### src/rtl/tx_rd_req_tlp_gen_pkg.sv
// -----------------------------------------------------------------------------
// tx_rd_req_tlp_gen_pkg
// Shared definitions for the read-request TLP generator:
//   - Fmt/Type codes for 32- and 64-bit memory read requests
//   - cfg_max_rd_req_size encodings and a decode helper
//   - TRN remainder constants
//   - one-hot FSM state encodings
// -----------------------------------------------------------------------------
package tx_rd_req_tlp_gen_pkg;

    localparam logic [6:0] MRD32_FMT_TYPE = 7'b00_00000;
    localparam logic [6:0] MRD64_FMT_TYPE = 7'b01_00000;

    localparam logic [2:0] MAX_RD_REQ_128 = 3'b000;
    localparam logic [2:0] MAX_RD_REQ_256 = 3'b001;

    // Active-low byte-lane remainder: all 8 bytes valid / upper 4 bytes valid.
    localparam logic [7:0] TRN_REM_QW = 8'h00;
    localparam logic [7:0] TRN_REM_DW = 8'h0F;

    typedef enum logic [4:0] {
        ST_IDLE = 5'b00001,
        ST_WAIT = 5'b00010,
        ST_HDR0 = 5'b00100,
        ST_HDR1 = 5'b01000,
        ST_NEXT = 5'b10000
    } rd_state_t;

    // Byte count of one read request; encodings above 256B all mean 512B,
    // and no request may exceed the chunk size.
    function automatic logic [12:0] decode_max_rd_req(input logic [2:0]  enc,
                                                      input logic [12:0] chunk_bytes);
        logic [12:0] size;
        case (enc)
            MAX_RD_REQ_128: size = 13'd128;
            MAX_RD_REQ_256: size = 13'd256;
            default:        size = 13'd512;
        endcase
        if (size > chunk_bytes) begin
            return chunk_bytes;
        end else begin
            return size;
        end
    endfunction

endpackage

### src/rtl/tx_rd_req_tlp_gen_hdr_builder.sv
// -----------------------------------------------------------------------------
// rd_tlp_hdr_builder
// Combinational MRd header formatter for a 64-bit TRN datapath.
//   addr          in  64  request byte address (bits [1:0] are not sent)
//   len           in  10  length in DW
//   tag           in  8   request tag
//   completer_id  in  16  requester ID {bus,dev,func}
//   qw0           out 64  header DW0/DW1
//   qw1           out 64  header DW2(/DW3); MRd32 leaves the low DW zero
//   rem_n         out 8   remainder for the qw1 beat
// A non-zero upper address word selects the 4DW (64-bit) header format.
// -----------------------------------------------------------------------------
module rd_tlp_hdr_builder
    import tx_rd_req_tlp_gen_pkg::*;
(
    input  logic [63:0] addr,
    input  logic [9:0]  len,
    input  logic [7:0]  tag,
    input  logic [15:0] completer_id,
    output logic [63:0] qw0,
    output logic [63:0] qw1,
    output logic [7:0]  rem_n
);

    logic       is_64_s;
    logic [6:0] fmt_type_s;
    logic       unused_addr_s;

    assign is_64_s    = (addr[63:32] != 32'h0000_0000);
    assign fmt_type_s = is_64_s ? MRD64_FMT_TYPE : MRD32_FMT_TYPE;

    // {R, Fmt/Type, R, TC, R, TD, EP, Attr, R, Length, ReqID, Tag, LastBE, FirstBE}
    assign qw0 = {1'b0, fmt_type_s, 1'b0, 3'b000, 4'b0000, 1'b0, 1'b0, 2'b00, 2'b00,
                  len, completer_id, tag, 4'hF, 4'hF};

    assign qw1 = is_64_s ? {addr[63:32], addr[31:2], 2'b00}
                         : {addr[31:2], 2'b00, 32'h0000_0000};

    assign rem_n = is_64_s ? TRN_REM_QW : TRN_REM_DW;

    assign unused_addr_s = ^addr[1:0];

endmodule

### src/rtl/tx_rd_req_tlp_gen.sv
// -----------------------------------------------------------------------------
// tx_rd_req_tlp_gen
// Splits each read_chunk request into MRd TLPs of at most the configured
// max-read-request size and sends them on the 64-bit TRN TX interface. The bus
// is claimed per TLP (so other sources can interleave) and read_chunk_ack
// pulses once the last TLP of the chunk has been accepted.
//   trn_clk, reset               clock / async active-high reset
//   read_chunk, huge_page_addr_read_from, read_chunk_ack   chunk handshake
//   cfg_max_rd_req_size, cfg_completer_id                  configuration
//   rd_req_turn, rd_req_driving                            TX arbitration
//   trn_td, trn_trem_n, trn_tsof_n, trn_teof_n, trn_tsrc_rdy_n,
//   trn_tdst_rdy_n, trn_tbuf_av                            TRN TX interface
// -----------------------------------------------------------------------------
module tx_rd_req_tlp_gen
    import tx_rd_req_tlp_gen_pkg::*;
#(
    parameter int CHUNK_BYTES = 512,
    parameter int TAG_BITS    = 5
) (
    input  logic        trn_clk,
    input  logic        reset,
    input  logic        read_chunk,
    input  logic [63:0] huge_page_addr_read_from,
    output logic        read_chunk_ack,
    input  logic [2:0]  cfg_max_rd_req_size,
    input  logic [15:0] cfg_completer_id,
    input  logic        rd_req_turn,
    output logic        rd_req_driving,
    output logic [63:0] trn_td,
    output logic [7:0]  trn_trem_n,
    output logic        trn_tsof_n,
    output logic        trn_teof_n,
    output logic        trn_tsrc_rdy_n,
    input  logic        trn_tdst_rdy_n,
    input  logic [5:0]  trn_tbuf_av
);

    localparam logic [12:0] CHUNK_B = 13'(CHUNK_BYTES);

    rd_state_t             state_r, state_s;
    logic [63:0]           addr_r, addr_s;
    logic [12:0]           remaining_r, remaining_s;
    logic [12:0]           req_bytes_r, req_bytes_s;
    logic [TAG_BITS-1:0]   tag_r, tag_s;
    logic                  ack_r, ack_s;
    logic                  driving_r, driving_s;
    logic [63:0]           td_r, td_s;
    logic [7:0]            rem_r, rem_s;
    logic                  sof_n_r, sof_n_s;
    logic                  eof_n_r, eof_n_s;
    logic                  src_rdy_n_r, src_rdy_n_s;

    logic [63:0]           qw0_s, qw1_s;
    logic [7:0]            hdr_rem_n_s;
    logic                  unused_in_s;

    rd_tlp_hdr_builder u_hdr (
        .addr         (addr_r),
        .len          (req_bytes_r[11:2]),
        .tag          (8'(tag_r)),
        .completer_id (cfg_completer_id),
        .qw0          (qw0_s),
        .qw1          (qw1_s),
        .rem_n        (hdr_rem_n_s)
    );

    // Next-state, datapath and registered-output values for the request FSM.
    always_comb begin
        state_s     = state_r;
        addr_s      = addr_r;
        remaining_s = remaining_r;
        req_bytes_s = req_bytes_r;
        tag_s       = tag_r;
        ack_s       = 1'b0;
        driving_s   = driving_r;
        td_s        = td_r;
        rem_s       = rem_r;
        sof_n_s     = sof_n_r;
        eof_n_s     = eof_n_r;
        src_rdy_n_s = src_rdy_n_r;
        case (state_r)
            ST_IDLE: begin
                // The cycle showing ack still sees the old request level.
                if (read_chunk && !ack_r) begin
                    addr_s      = huge_page_addr_read_from;
                    remaining_s = CHUNK_B;
                    req_bytes_s = decode_max_rd_req(cfg_max_rd_req_size, CHUNK_B);
                    state_s     = ST_WAIT;
                end else begin
                    state_s = ST_IDLE;
                end
            end
            ST_WAIT: begin
                if (rd_req_turn && trn_tbuf_av[1]) begin
                    driving_s   = 1'b1;
                    td_s        = qw0_s;
                    rem_s       = TRN_REM_QW;
                    sof_n_s     = 1'b0;
                    eof_n_s     = 1'b1;
                    src_rdy_n_s = 1'b0;
                    state_s     = ST_HDR0;
                end else begin
                    state_s = ST_WAIT;
                end
            end
            ST_HDR0: begin
                if (!trn_tdst_rdy_n) begin
                    td_s    = qw1_s;
                    rem_s   = hdr_rem_n_s;
                    sof_n_s = 1'b1;
                    eof_n_s = 1'b0;
                    state_s = ST_HDR1;
                end else begin
                    state_s = ST_HDR0;
                end
            end
            ST_HDR1: begin
                if (!trn_tdst_rdy_n) begin
                    td_s        = 64'h0;
                    rem_s       = 8'h00;
                    eof_n_s     = 1'b1;
                    src_rdy_n_s = 1'b1;
                    driving_s   = 1'b0;
                    tag_s       = tag_r + {{(TAG_BITS-1){1'b0}}, 1'b1};
                    addr_s      = addr_r + {51'h0, req_bytes_r};
                    remaining_s = remaining_r - req_bytes_r;
                    state_s     = ST_NEXT;
                end else begin
                    state_s = ST_HDR1;
                end
            end
            ST_NEXT: begin
                if (remaining_r == 13'd0) begin
                    ack_s   = 1'b1;
                    state_s = ST_IDLE;
                end else begin
                    state_s = ST_WAIT;
                end
            end
            default: begin
                driving_s   = 1'b0;
                td_s        = 64'h0;
                rem_s       = 8'h00;
                sof_n_s     = 1'b1;
                eof_n_s     = 1'b1;
                src_rdy_n_s = 1'b1;
                state_s     = ST_IDLE;
            end
        endcase
    end

    // State, datapath and output registers; reset drops any partial TLP.
    always_ff @(posedge trn_clk or posedge reset) begin
        if (reset) begin
            state_r     <= ST_IDLE;
            addr_r      <= 64'h0;
            remaining_r <= 13'd0;
            req_bytes_r <= 13'd0;
            tag_r       <= '0;
            ack_r       <= 1'b0;
            driving_r   <= 1'b0;
            td_r        <= 64'h0;
            rem_r       <= 8'h00;
            sof_n_r     <= 1'b1;
            eof_n_r     <= 1'b1;
            src_rdy_n_r <= 1'b1;
        end else begin
            state_r     <= state_s;
            addr_r      <= addr_s;
            remaining_r <= remaining_s;
            req_bytes_r <= req_bytes_s;
            tag_r       <= tag_s;
            ack_r       <= ack_s;
            driving_r   <= driving_s;
            td_r        <= td_s;
            rem_r       <= rem_s;
            sof_n_r     <= sof_n_s;
            eof_n_r     <= eof_n_s;
            src_rdy_n_r <= src_rdy_n_s;
        end
    end

    assign read_chunk_ack = ack_r;
    assign rd_req_driving = driving_r;
    assign trn_td         = td_r;
    assign trn_trem_n     = rem_r;
    assign trn_tsof_n     = sof_n_r;
    assign trn_teof_n     = eof_n_r;
    assign trn_tsrc_rdy_n = src_rdy_n_r;

    // Only the non-posted credit bit matters; length never exceeds 512B.
    assign unused_in_s = ^{trn_tbuf_av[5:2], trn_tbuf_av[0], req_bytes_r[12], req_bytes_r[1:0]};

endmodule

### config.mk
export PLATFORM = sky130hd
export DESIGN_NAME = tx_rd_req_tlp_gen
export DESIGN_NICKNAME = d
export VERILOG_FILES = /design/src/rtl/tx_rd_req_tlp_gen_pkg.sv /design/src/rtl/tx_rd_req_tlp_gen_hdr_builder.sv /design/src/rtl/tx_rd_req_tlp_gen.sv
export SDC_FILE = /design/constraint.sdc
export NUM_CORES = 1
export LEC_CHECK = 0
export BUFFER_PORTS_ARGS = -buffer_cell sky130_fd_sc_hd__buf_4
export CAP_MARGIN = 40
export CORE_ASPECT_RATIO = 0.9
export CORE_MARGIN = 4
export CORE_UTILIZATION = 35
export CTS_BUF_LIST = sky130_fd_sc_hd__clkbuf_8
export CTS_CLUSTER_DIAMETER = 30
export CTS_CLUSTER_SIZE = 28
export DETAILED_ROUTE_END_ITERATION = 16
export HOLD_SLACK_MARGIN = 0.1
export PLACE_DENSITY_LB_ADDON = 0.05
export SYNTH_ARGS = -nofsm -noshare
export SYNTH_HDL_FRONTEND = slang
export SYNTH_SLANG_ARGS = --single-unit
### constraint.sdc
create_clock -name trn_clk -period 7.45 [get_ports trn_clk]
set_clock_uncertainty 0.15 [all_clocks]
set_input_delay 2.235 -clock trn_clk [delete_from_list [all_inputs] [get_ports trn_clk]]
set_output_delay 2.235 -clock trn_clk [all_outputs]
set_load 0.03 [all_outputs]
* Yosys cells after proc, flatten, opt, wreduce, memory -nomap -nowiden
Cells that the tools add are included.
** Word-level totals
- Memory bits (writable) :: 0
- Bits in latches :: 0
- Register bits :: 177
- Word-level logic and storage cells :: 83
- Memories kept :: 0
- ROM bits :: 0
- Input port bits :: 94
- Output and inout port bits :: 77
** Cells by class
- Muxes and demuxes :: 37
- Div/mod/pow operators :: 0
- Multiply operators :: 0
- Add/sub/neg operators :: 3
- Eq/ne operators :: 10
- Bitwise gates (word level) :: 4
- Reduce and logical (&&, ||, !) cells :: 16
- Order comparisons :: 1
- Shift-type cells :: 0
** Operator list (number)
- $mux W64 :: 6
- $pmux W64 S4 :: 1
- $pmux W64 S2 :: 1
- $mux W13 :: 5
- $add A64 B13 Y64 :: 1
- $pmux W8 S4 :: 1
- $reduce_bool A32 Y1 :: 1
- $pmux W13 S2 :: 1
- $pmux W5 S5 :: 1
- $mux W8 :: 3
- $pmux W10 S2 :: 1
- $gt A13 B10 Y1 const B :: 1
- $logic_not A13 Y1 :: 1
- $sub A13 B13 Y13 :: 1
- $pmux W1 S3 :: 3
- $reduce_and A3 Y1 :: 3
- $mux W4 :: 2
- $ne A2 B2 Y1 const B :: 4
- $mux W1 :: 6
- $mux W6 :: 1
- $reduce_or A3 Y1 :: 2
- $add A5 B1 Y5 const B :: 1
- $eq A5 B1 Y1 const B :: 1
- $eq A5 B2 Y1 const B :: 1
- other kinds (16) :: 22

* Longest topological paths before layout
Gate-level depths: netlist of run 1.
- Depth in word-level cells :: 6
- Depth in mapped cells :: 9
- Depth with buffers taken out :: 8

* By module
Synthesis of run 1 repeated with hierarchy kept, for this count alone.
** Second synthesis, totals
- Cell total of the unflattened synthesis :: 1057
- Area total of the unflattened synthesis :: 10105.9 µm²
** By module, submodules not included
- tx_rd_req_tlp_gen :: instances 1, sequential area each 4008.8 µm², cells each 894, area each 8852.2 µm²
- rd_tlp_hdr_builder :: instances 1, sequential area each 0.0 µm², cells each 163, area each 1253.7 µm²

* Least setup slack after synthesis of run 1
Ideal clock, no wire load.
- Path kind :: input to register
- Start :: input port trn_tdst_rdy_n
- End :: register td_r[5] (netlist: trn_td[5])
- Stages :: 6
- Setup time :: 126 ps
- Buffers on the path :: 2
- Setup slack :: 3559 ps
- Required time :: 7174 ps
- Arrival time :: 3615 ps
- Cell sequence :: clkbuf_1 and3b_1 o311ai_4 o211ai_2 buf_2 a221o_1
** On the way
- Cells in the longest elaborated chain, start to end :: 2
- Elaborated cells between the ends (all ways) :: 3
- Those cells by class :: 2 x eq/ne; 1 x reduce/logical
** RTL lines
- start, declared :: RTL line tx_rd_req_tlp_gen.sv:34 : input logic trn_tdst_rdy_n,
- $ne A2 B2 Y1 (no line)
- $reduce_and A4 Y1 (no line) *
- end signal, assigned :: RTL line tx_rd_req_tlp_gen.sv:175 : td_r <= td_s;
- end, declared :: RTL line tx_rd_req_tlp_gen.sv:47 : logic [63:0] td_r, td_s;
Mark *: on every way between the ends. The rest lies on a longest branch, timed or not.
A chain may end at the register's enable or synchronous reset.

* Worst setup path after layout of run 1
- Start :: input port trn_tdst_rdy_n
- End :: register addr_r[37]
** On the way
- Cells in the longest elaborated chain, start to end :: 2
** RTL lines
- $ne A2 B2 Y1 (no line)
- $reduce_and A3 Y1 (no line)
- end signal, assigned :: RTL line tx_rd_req_tlp_gen.sv:169 : addr_r <= addr_s;
- end, declared :: RTL line tx_rd_req_tlp_gen.sv:41 : logic [63:0] addr_r, addr_s;
No other way between the ends.

==> metrics.md, run 1 <==
| Metric | Value |
|---|---|
| Outcome | `finished, final reports clean` |
| CTS tree | `done` |
| WP data required | `7.66 ns` |
| IO Count | `171` |
| Worst-path clk slew | `0.10 ns` |
| Post-synthesis sequential area ratio | `0.434` |
| Vias per inst | `5.83` |
| Pwr per Cell Area | `between 300 and 400 mW/mm²` |
| Skew-Pair Late Insertion Delay | `roughly 0.47 ns` |
| Comb power frac | `0.378` |
| H-tree levels | `4` |
| Post-synth EDFFs | `0` |
| Via count | `around 8,100` |
| Final nets | `1,179` |
| Peak Freq | `229 MHz` |
| Share of post-route cells with drive strength above 1 | `0.229` |
| # DRC | `0` |
| Mapped Cells | `967` |
| CP arrival | `between 4 and 5 ns` |
| Final worst-path cycle share | `0.586` |
| Hold-fix buffer count after cts | `0` |
| Clock Sinks | `150` |
| Pre-CTS WS | `2.59 ns` |
| Total GRT Usage | `0.221` |
| Final worst slack | `3.09 ns` |
| Element type at the critical path end | `flip-flop` |
| Syn avg cell area | `8.95 µm²` |
| Internal power | `0.00190 W` |
| Least-Margin Pin Slew | `0.756 ns` |
| Starting DRC count in detailed routing | `758` |
| Initial antenna violation count | `0` |
| Placeable Area | `between 0.02 and 0.025 mm²` |
| Die Span Y | `157 µm` |
| Fin crit period | `4.36 ns` |
| FF+latch count, synth | `150` |
| Main synth FF type | `dfrtp_1` |
| Final wirelength | `approximately 31,000 µm` |
| Pleak | `4.73 nW` |
| Peak supply drop | `around 0.12 mV` |
| RSZ-0062 raised after global routing | `no` |
| Largest net degree at the start of global routing | `between 60 and 70` |
| Max cap viols | `0` |
| Crit path kind | `in -> reg` |
| Number of setup buffers added after CTS | `0` |
| Initial Util | `0.357` |
| Gpl congestion | `0.914` |
| Worst-path maximum fanout | `31` |
| Die area | `~0.027 mm²` |
| Chip width | `174 µm` |
| Setup TNS | `0 ns` |
| Dpl hpwl | `21,800 µm` |
| Net Sw Frac | `0.475` |
| Clk pwr share | `0.196` |
| Post-cts sizing count | `0` |
| Drt first pass iters | `5` |
| Antenna cells | `0` |
| Sequential fraction of design power | `0.427` |
| IO Port Bufs | `roughly 160` |
| P&R area growth vs syn | `21.1%` |
| Yosys Warn Count | `0` |
| Hold slack | `0.333 ns` |
| Wire per inst | `21.9 µm` |
| Setup-failing EPs final | `0` |
| P_sw | `0.00172 W` |
| Clock root buffer | `clkbuf_8` |
| Core Rows | `54` |
| Vias in the first global route | `slightly below 8,000` |
| Worst hold path class | `reg -> reg` |
| Worst-case clock buffer depth | `2` |
| Final hold vios | `0` |
| Async S/R FF share, synth | `1.00` |
| ANT nets after route | `0` |
| Max-slew violation count | `0` |
| Setup crit start kind | `input port` |
| Synth Cell Area | `0.00865 mm²` |
| First-pass GRT wire length | `47,600 µm` |
| Worst slew margin | `0.496` |
| Yosys cell types | `approximately 70` |
| Gr ovfl total | `0` |
| Total CTS buffers | `17` |
[layer usage]
layer	GRT usage	part of all wire
met1	0.336	0.48
met2	0.331	0.45
met3	0.0418	0.056
met4	0.0456	0.011
met5	0	0
[synth_stat cells (5+ instances only)]
cell,number,share of area
and4_1,5,0.0051
or3_1,10,0.0072
and3_1,25,0.018
a22o_1,26,0.026
a221o_1,27,0.031
mux2i_1,5,0.0058
a311oi_1,5,0.0051
dfrtp_1,146,0.42
xnor2_1,6,0.0061
a21oi_1,57,0.033
o21ai_0,42,0.024
a31oi_1,6,0.0043
nand3_1,51,0.030
o22a_1,9,0.0091
o22ai_1,9,0.0065
and2_1,9,0.0065
a2bb2oi_1,5,0.0051
or4_1,6,0.0052
a21o_1,24,0.021
nor2_1,67,0.029
nand4_1,44,0.032
inv_1,18,0.0078
a211oi_1,7,0.0061
ha_1,7,0.010
nor4_1,26,0.019
nand2_1,126,0.055
o221ai_1,5,0.0051
buf_4,10,0.0087
nor3_1,20,0.012
clkbuf_1,42,0.018
a41oi_1,6,0.0061
buf_2,36,0.021
[worst max-delay path, stage by stage]
cell	delay, ns
buf_4	0.15
nor3b_1	0.46
o21a_2	0.67
nand2_1	0.57
o22ai_1	0.30
o21ba_2	0.18
[cell usage in the layout (no fill, tap or decap), types with 18 or more instances in the layout]
master    count
dfrtp_1     146
a22o_1       26
a221o_1      27
buf_4       175
clkbuf_8     18
a21o_1       24
nand2_1     125
nand4_1      44
a21oi_1      57
and3_1       25
nor3_1       20
o21ai_0      42
nor2_1       65
nor4_1       26
nand3_1      51
[through the flow]
stage | utilization | std cells | total power (W) | cell area, µm²
2_1_floorplan | - | 970 | 0.00239 | 8660
3_3_place_gp | 0.410 | 1359 | 0.00290 | 9960
3_5_place_dp | 0.414 | 1365 | 0.00292 | 10000
4_1_cts | 0.432 | 1397 | 0.00363 | 10500
5_1_grt | 0.432 | 1397 | 0.00387 | 10500
6_report | 0.432 | 1397 | 0.00362 | 10500
[power groups by stage]
| stage | combinational, W | clock (W) | sequential [W] |
|---|---|---|---|
| 5_1_grt | 0.00152 | 0.000761 | 0.00159 |
| 4_1_cts | 0.00137 | 0.000726 | 0.00153 |
| 3_3_place_gp | 0.00135 | 0 | 0.00155 |
| 3_5_place_dp | 0.00137 | 0 | 0.00155 |
| 6_report | 0.00137 | 0.000708 | 0.00155 |
| 2_1_floorplan | 0.00103 | 0 | 0.00135 |
[worst paths after layout]
path / start / end / slack [ns] / cells after the start
max reg2reg: state_r[0]$_DFF_PP1_ / addr_r[37]$_DFFE_PP0P_ / 4.27 / 5
min in group asynchronous: reset / addr_r[4]$_DFFE_PP0P_ / 1.56 / 2
min: tag_r[4]$_DFFE_PP0P_ / tag_r[4]$_DFFE_PP0P_ / 0.33 / 1
max: trn_tdst_rdy_n / addr_r[37]$_DFFE_PP0P_ / 3.09 / 6
max in group asynchronous: reset / trn_td[27]$_DFFE_PP0P_ / 4.69 / 4
min reg2reg: tag_r[4]$_DFFE_PP0P_ / tag_r[4]$_DFFE_PP0P_ / 0.33 / 1
[registers in the layout (all words and copies together) (netlist names)]
name	flops
read_chunk_ack	1
trn_trem_n	1
addr_r	62
trn_tsrc_rdy_n	1
remaining_r	6
trn_tsof_n	1
state_r	5
trn_teof_n	1
tag_r	5
req_bytes_r	3
trn_td	63
rd_req_driving	1
[kinds of logic after synthesis]
| logic type | after synthesis | share of synthesized area |
|---|---|---|
| and+or+nand+nor | 423 | 0.260 |
| AOI/OAI and AO/OA | 260 | 0.218 |
| DFF | 150 | 0.434 |
| buffers and inverters | 111 | 0.0579 |
| adders and majority gates | 9 | 0.0148 |
| muxes | 7 | 0.00839 |
| xor gates and xnor gates | 6 | 0.00607 |
| other | 1 | 0.000433 |
[final cells by class]
cell class | count | area, µm²
inverters | 18 | 72.6
repair buffers | 180 | 1400
fillers | 2471 | 13800
clock inverters | 14 | 184
clock buffers | 18 | 248
well taps | 308 | 385
multi-input cells | 709 | 4430
flip-flops and latches | 150 | 3760
No activity file was read; power rests on OpenSTA's default activity.
==> run 2: changes to the inputs <==
clock period = 4.4 ns   (was 7.45 ns; I/O delays follow)
==> metrics.md, run 2 (synthesized netlist as in run 1, its figures left out) <==
| Metric | Value |
|---|---|
| Share of post-route cells with drive strength above 1 | `0.232 (+0.00353)` |
| Via count | `8,103 (-0.47%)` |
| Final Non-Filler Cells | `1,402 (+0.36%)` |
| Final hold vios | `0 (unchanged)` |
| Most common cell after layout, fill and taps aside | `buf_4` |
| Die area | `0.0273 mm² (unchanged)` |
| Post-cts sizing count | `0 (unchanged)` |
| Chip width | `174 µm (unchanged)` |
| Largest net degree at the start of global routing | `61 (-6.2%)` |
| Post-layout util | `0.433 (+0.00145)` |
| Cell total after placement | `1,370 (+0.37%)` |
| Starting DRC count in detailed routing | `623 (-18%)` |
| Skew-Pair Late Insertion Delay | `0.47 ns (about the same)` |
| Final wirelength | `30,300 µm (-0.98%)` |
| ANT nets after route | `0 (unchanged)` |
| Placeable Area | `0.0243 mm² (unchanged)` |
| Gr ovfl total | `0 (unchanged)` |
| Hold-fix buffer count after cts | `0 (unchanged)` |
| Die Span Y | `157 µm (unchanged)` |
| P&R area growth vs syn | `21.5%` |
| Met3 WL | `1860 µm (+8.2%)` |
| First-pass GRT wire length | `47,200 µm (-0.97%)` |
| Core Rows | `54 (unchanged)` |
| Setup TNS | `0 ns (unchanged)` |
| RSZ-0062 raised after global routing | `no` |
| Dpl hpwl | `22,000 µm (+0.92%)` |
| Initial antenna violation count | `0 (unchanged)` |
| # DRC | `0 (unchanged)` |
| Vias in the first global route | `7,780 (-0.026%)` |
| CTS tree | `done` |
| Worst-path maximum fanout | `25 (-19%)` |
| Peak supply drop | `0.313 mV (+160%)` |
| Max cap viols | `0 (unchanged)` |
| Most frequent cells in the layout | `buf_4, dfrtp_1, nand2_1, nor2_1, a21oi_1` |
| Least-Margin Pin Slew | `0.756 ns (+0.000303 ns)` |
| Pwr per Cell Area | `582 mW/mm² (+69%)` |
| Min-Delay Startpoint | `tag_r[4]$_DFFE_PP0P_` |
| IO Port Bufs | `159 (unchanged)` |
| Setup crit start | `read_chunk` |
| Filler cell count | `2,445 (-1.1%)` |
| Max-slew violation count | `0 (unchanged)` |
| Final worst-path cycle share | `0.663` |
| Clock root buffer | `clkbuf_8` |
| Setup-failing EPs final | `0 (unchanged)` |
| Number of setup buffers added after CTS | `0 (unchanged)` |
| IO Count | `171 (unchanged)` |
| CP arrival | `3.16 ns (-1.41 ns)` |
| Crit path kind | `in -> reg` |
| Setup crit start kind | `input port` |
| Pleak | `4.75 nW (+0.45%)` |
| Max FFs per register | `63 (unchanged)` |
| Reg-to-reg startpoint | `req_bytes_r[7]$_DFFE_PP0P_` |
| Wl on met1 | `14,500 µm (-1.8%)` |
| Antenna cells | `0 (unchanged)` |
| Worst-path clk slew | `0.09 ns (about the same)` |
| Outcome | `finished, final reports clean` |
| Gpl congestion | `0.918 (+0.49%)` |
| H-tree levels | `4 (unchanged)` |
| Fin crit period | `about 2.9 ns` |
| Total power | `0.00612 W (+69%)` |
| Wire per inst | `21.6 µm (-1.3%)` |
| WP data required | `4.65 ns (-3.01 ns)` |
| Drt first pass iters | `5 (unchanged)` |
| Max layer used | `met4` |
| Total CTS buffers | `17 (unchanged)` |
| Worst hold path class | `reg -> reg` |
| Peak Freq | `343 MHz` |
| Worst-case clock buffer depth | `2 (unchanged)` |
| Initial Util | `0.357 (unchanged)` |
| Final nets | `1,184 (+0.42%)` |
| Worst slew margin | `0.494 (-0.00151)` |
| Element type at the critical path end | `flip-flop` |
| Clock Sinks | `150 (unchanged)` |
| Total GRT Usage | `0.220 (-0.00127)` |
| Routed wl met2 | `13,400 µm (-2.4%)` |
| Vias per inst | `5.78 (-0.82%)` |
## run 2: cell types whose count changed in the layout (fill, tap and decap cells not counted)
cell,delta
buf_12,+3
inv_8,-1
buf_4,+3
clkinvlp_4,+1
bufinv_16,-1
clkinv_8,-1
buf_8,-1
inv_6,+2
## run 2: power breakdown
group	switching [W]	internal [W]	total, W
clock	0.000635	0.000490	0.00112
sequential	0.000848	0.00177	0.00262
combinational	0.00143	0.000950	0.00238
total	0.00291	0.00321	0.00612
## run 2: area by class of cell
cell class / instances / area (µm²) / share of cell area
sequential: 150 / 3760 / 0.358
tap: 308 / 385 / 0.0367
clock inverter: 14 / 153 / 0.0145
timing repair buffer: 185 / 1460 / 0.139
clock buffer: 18 / 248 / 0.0236
multi-input combinational: 709 / 4430 / 0.422
inverter: 18 / 71.3 / 0.00678
## run 2: stage by stage
step	cell area [µm²]	setup slack [ns]	hold WS, ns
after CTS	10500	1.50	0.333
after detailed placement	10100	1.02	0.318
final	10500	1.48	0.331
after floorplan	8670	1.04	0.295
after global routing	10500	1.33	0.353
after global placement	10000	0.942	0.313
## run 2: final timing paths
kind / endpoint / slack (ns) / cells past startpoint
max: addr_r[51]$_DFFE_PP0P_ / 1.48 / 6
min: tag_r[4]$_DFFE_PP0P_ / 0.33 / 1
max reg2reg: addr_r[53]$_DFFE_PP0P_ / 1.62 / 8
min reg2reg: tag_r[4]$_DFFE_PP0P_ / 0.33 / 1
min in group asynchronous: tag_r[0]$_DFFE_PP0P_ / 0.78 / 3
max in group asynchronous: addr_r[51]$_DFFE_PP0P_ / 2.77 / 4
## run 2: metal layers
metal  global-route usage  up-vias
met4               0.0528        0
li1                     -     3850
met2                0.329      279
met1                0.332     3944
met3               0.0394       30
met5                    0        -
## run 2: worst max-delay path: stages
cell      delay, ns
buf_4          0.10
nor4bb_1       0.55
o21ai_4        0.29
buf_4          0.29
or4_1          0.52
nand3_1        0.09
==> run 3: changes to the inputs <==
ABC_AREA = 1   (was not set)
clock period = 2.6 ns   (was 4.4 ns; I/O delays follow)
==> metrics.md, run 3 <==
| Metric | Value |
|---|---|
| Antenna cells | `0 (unchanged)` |
| Via count | `9,305 (+15%)` |
| CP arrival | `2.61 ns (-0.55 ns)` |
| Worst-case clock buffer depth | `2 (unchanged)` |
| Critical path's top delay family | `adder cells` |
| Worst slew margin | `0.630 (+0.136)` |
| CP max stage cell | `dfrtp_1` |
| Most frequent cells in the layout | `nand2_1, nor2_1, buf_4, dfrtp_1, nand3_1` |
| CP peak stage delay | `0.43 ns (-0.12 ns)` |
| Skew-Pair Late Insertion Delay | `0.48 ns (about the same)` |
| Total power | `0.0105 W (+71%)` |
| Main synth FF type | `dfrtp_1` |
| Hold slack | `0.328 ns (-0.00230 ns)` |
| Post-synth EDFFs | `0 (unchanged)` |
| IO Port Bufs | `159 (unchanged)` |
| Peak Freq | `420 MHz` |
| FF+latch count, synth | `150 (unchanged)` |
| Share of post-route cells with drive strength above 1 | `0.186 (-0.0464)` |
| Vias in the first global route | `9,023 (+16%)` |
| P&R area growth vs syn | `22.8%` |
| Worst path cell trace | `ha_1, fa_1, nand3_1, nand2_1, nand3_1, nor2_2, buf_4, o21ai_0, nand2_1, nand2_1, inv_1` |
| Setup TNS | `0 ns (unchanged)` |
| Outcome | `finished, final reports clean` |
| Post-cts sizing count | `0 (unchanged)` |
| Largest net degree at the start of global routing | `75 (+23%)` |
| Gpl congestion | `0.909 (-0.99%)` |
| Yosys top cell by area | `dfrtp_1` |
| Synth top area cells | `dfrtp_1, nand2_1, nor2_1` |
| Core Rows | `55 (+1.9%)` |
| Crit path kind | `reg -> reg` |
| Number of setup buffers added after CTS | `0 (unchanged)` |
| Vias per inst | `5.03 (-13%)` |
| Clock root buffer | `clkbuf_8` |
| Setup-failing EPs final | `0 (unchanged)` |
| Gr ovfl total | `0 (unchanged)` |
| Placeable Area | `0.0255 mm² (+5.0%)` |
| Pleak | `5.39 nW (+13%)` |
| Drt first pass iters | `5 (unchanged)` |
| First-pass GRT wire length | `53,300 µm (+13%)` |
| Final Non-Filler Cells | `1,849 (+32%)` |
| Max cap viols | `0 (unchanged)` |
| ANT nets after route | `0 (unchanged)` |
| Post-synthesis sequential area ratio | `0.409 (-0.0253)` |
| Synth top area share | `0.398 (-0.0246)` |
| Async S/R FF share, synth | `1.00 (unchanged)` |
| Most common cell after layout, fill and taps aside | `nand2_1` |
| Element type at the critical path end | `flip-flop` |
| Worst-path maximum fanout | `7 (-72%)` |
| WP buf/inv | `2 (unchanged)` |
| Yosys Warn Count | `0 (unchanged)` |
| Most frequent cells after synthesis | `nand2_1, nor2_1, dfrtp_1, nand3_1, inv_1` |
| Worst hold path class | `reg -> reg` |
| Syn avg cell area | `6.91 µm² (-23%)` |
| Die area | `0.0289 mm² (+5.9%)` |
| Clock Sinks | `150 (unchanged)` |
| Final hold vios | `0 (unchanged)` |
| Initial antenna violation count | `0 (unchanged)` |
| # DRC | `0 (unchanged)` |
| Max FFs per register | `63 (unchanged)` |
| Peak supply drop | `0.648 mV (+110%)` |
| Die Span Y | `162 µm (+2.9%)` |
| Final wirelength | `34,500 µm (+14%)` |
| Most used cell, CP | `nand2_1` |
| Wire per inst | `18.6 µm (-14%)` |
| IO Count | `171 (unchanged)` |
| Initial Util | `0.361 (+0.00409)` |
| Mapped Cells | `1,329 (+37%)` |
| Chip width | `179 µm (+2.9%)` |
| Final worst-path cycle share | `0.915` |
| H-tree levels | `4 (unchanged)` |
| Setup crit start kind | `flip-flop` |
| Cell total after placement | `1,816 (+33%)` |
| CTS tree | `done` |
| Max-slew violation count | `0 (unchanged)` |
| Hold-fix buffer count after cts | `1 (+1)` |
| Starting DRC count in detailed routing | `725 (+16%)` |
| Least-Margin Pin Slew | `0.549 ns (-0.207 ns)` |
| Fin crit period | `~2.4 ns` |
| WP data required | `2.83 ns (-1.82 ns)` |
| Pwr per Cell Area | `929 mW/mm² (+60%)` |
| Most frequent cell after synthesis | `nand2_1` |
| Final nets | `1,597 (+35%)` |
| Synth Cell Area | `0.00919 mm² (+6.2%)` |
| Total CTS buffers | `17 (unchanged)` |
| Total GRT Usage | `0.241 (+0.0204)` |
| Dpl hpwl | `26,000 µm (+18%)` |
| Yosys cell types | `39 (-46%)` |
| Worst-path clk slew | `0.10 ns (about the same)` |
| RSZ-0062 raised after global routing | `no` |
## run 3: cell count changes after synthesis, sizes merged, moves of 25 or more
cell,change
clkbuf,-31
inv,+96
nor2,+157
nand2,+290
and3,-25
a22o,-26
nand3,+67
a221o,-27
o21ai,+68
nor4,-32
## run 3: worst min-delay path: stages (launching register included)
cell and delay, ns:
dfstp_2 0.38, nand2_1 0.06, nand2_1 0.04
## run 3: report_power, final
part           internal [W]  total [W]  switching (W)
logic               0.00155    0.00466        0.00311
clock network      0.000705    0.00182        0.00111
registers           0.00301    0.00401        0.00100
## run 3: worst paths after layout
| path | slack (ns) | from | depth (start not counted) | to |
|---|---|---|---|---|
| hold reg to reg | 0.33 | trn_teof_n$_DFFE_PP1P_ | 2 | trn_teof_n$_DFFE_PP1P_ |
| setup / recovery | 0.22 | addr_r[7]$_DFFE_PP0P_ | 11 | addr_r[25]$_DFFE_PP0P_ |
| min in group asynchronous | 0.65 | reset | 3 | tag_r[3]$_DFFE_PP0P_ |
| setup reg to reg | 0.22 | addr_r[7]$_DFFE_PP0P_ | 11 | addr_r[25]$_DFFE_PP0P_ |
| hold / removal | 0.33 | trn_teof_n$_DFFE_PP1P_ | 2 | trn_teof_n$_DFFE_PP1P_ |
| max in group asynchronous | 0.93 | reset | 4 | addr_r[38]$_DFFE_PP0P_ |
## run 3: cell families (layout without fill, tap and decap cells)
group	after synthesis	count (layout)	share of synthesized area
AOI/OAI and AO/OA	181	181	0.108
xor gates and xnor gates	13	13	0.0124
adders and majority gates	9	9	0.0139
buffers and inverters	174	349	0.0854
DFF	150	150	0.409
other	1	4	0.000408
and+or+nand+nor	801	801	0.371
## run 3: stage by stage
stage | utilization | area [µm²] | setup slack, ns
5_1_grt | 0.443 | 11300 | 0.0675
3_5_place_dp | 0.428 | 10900 | 0.248
2_1_floorplan | - | 9200 | -0.216
6_report | 0.443 | 11300 | 0.220
4_1_cts | 0.443 | 11300 | 0.229
3_3_place_gp | 0.428 | 10900 | 0.292
## run 3: area by class of cell
| cell class | instances | area [µm²] |
|---|---|---|
| clock buffer | 17 | 234 |
| clock inverter | 15 | 145 |
| fill | 2753 | 14200 |
| inverter | 114 | 432 |
| multi-input combinational | 1008 | 4660 |
| sequential | 150 | 3760 |
| tap | 342 | 428 |
| timing repair buffer | 203 | 1630 |
## run 3: per-layer routing
metal	vias to the layer above	global-route usage	part of all wire
li1	4614	-	-
met1	4387	0.366	0.49
met2	276	0.361	0.43
met3	28	0.0386	0.061
met4	0	0.0502	0.013
met5	-	0	0
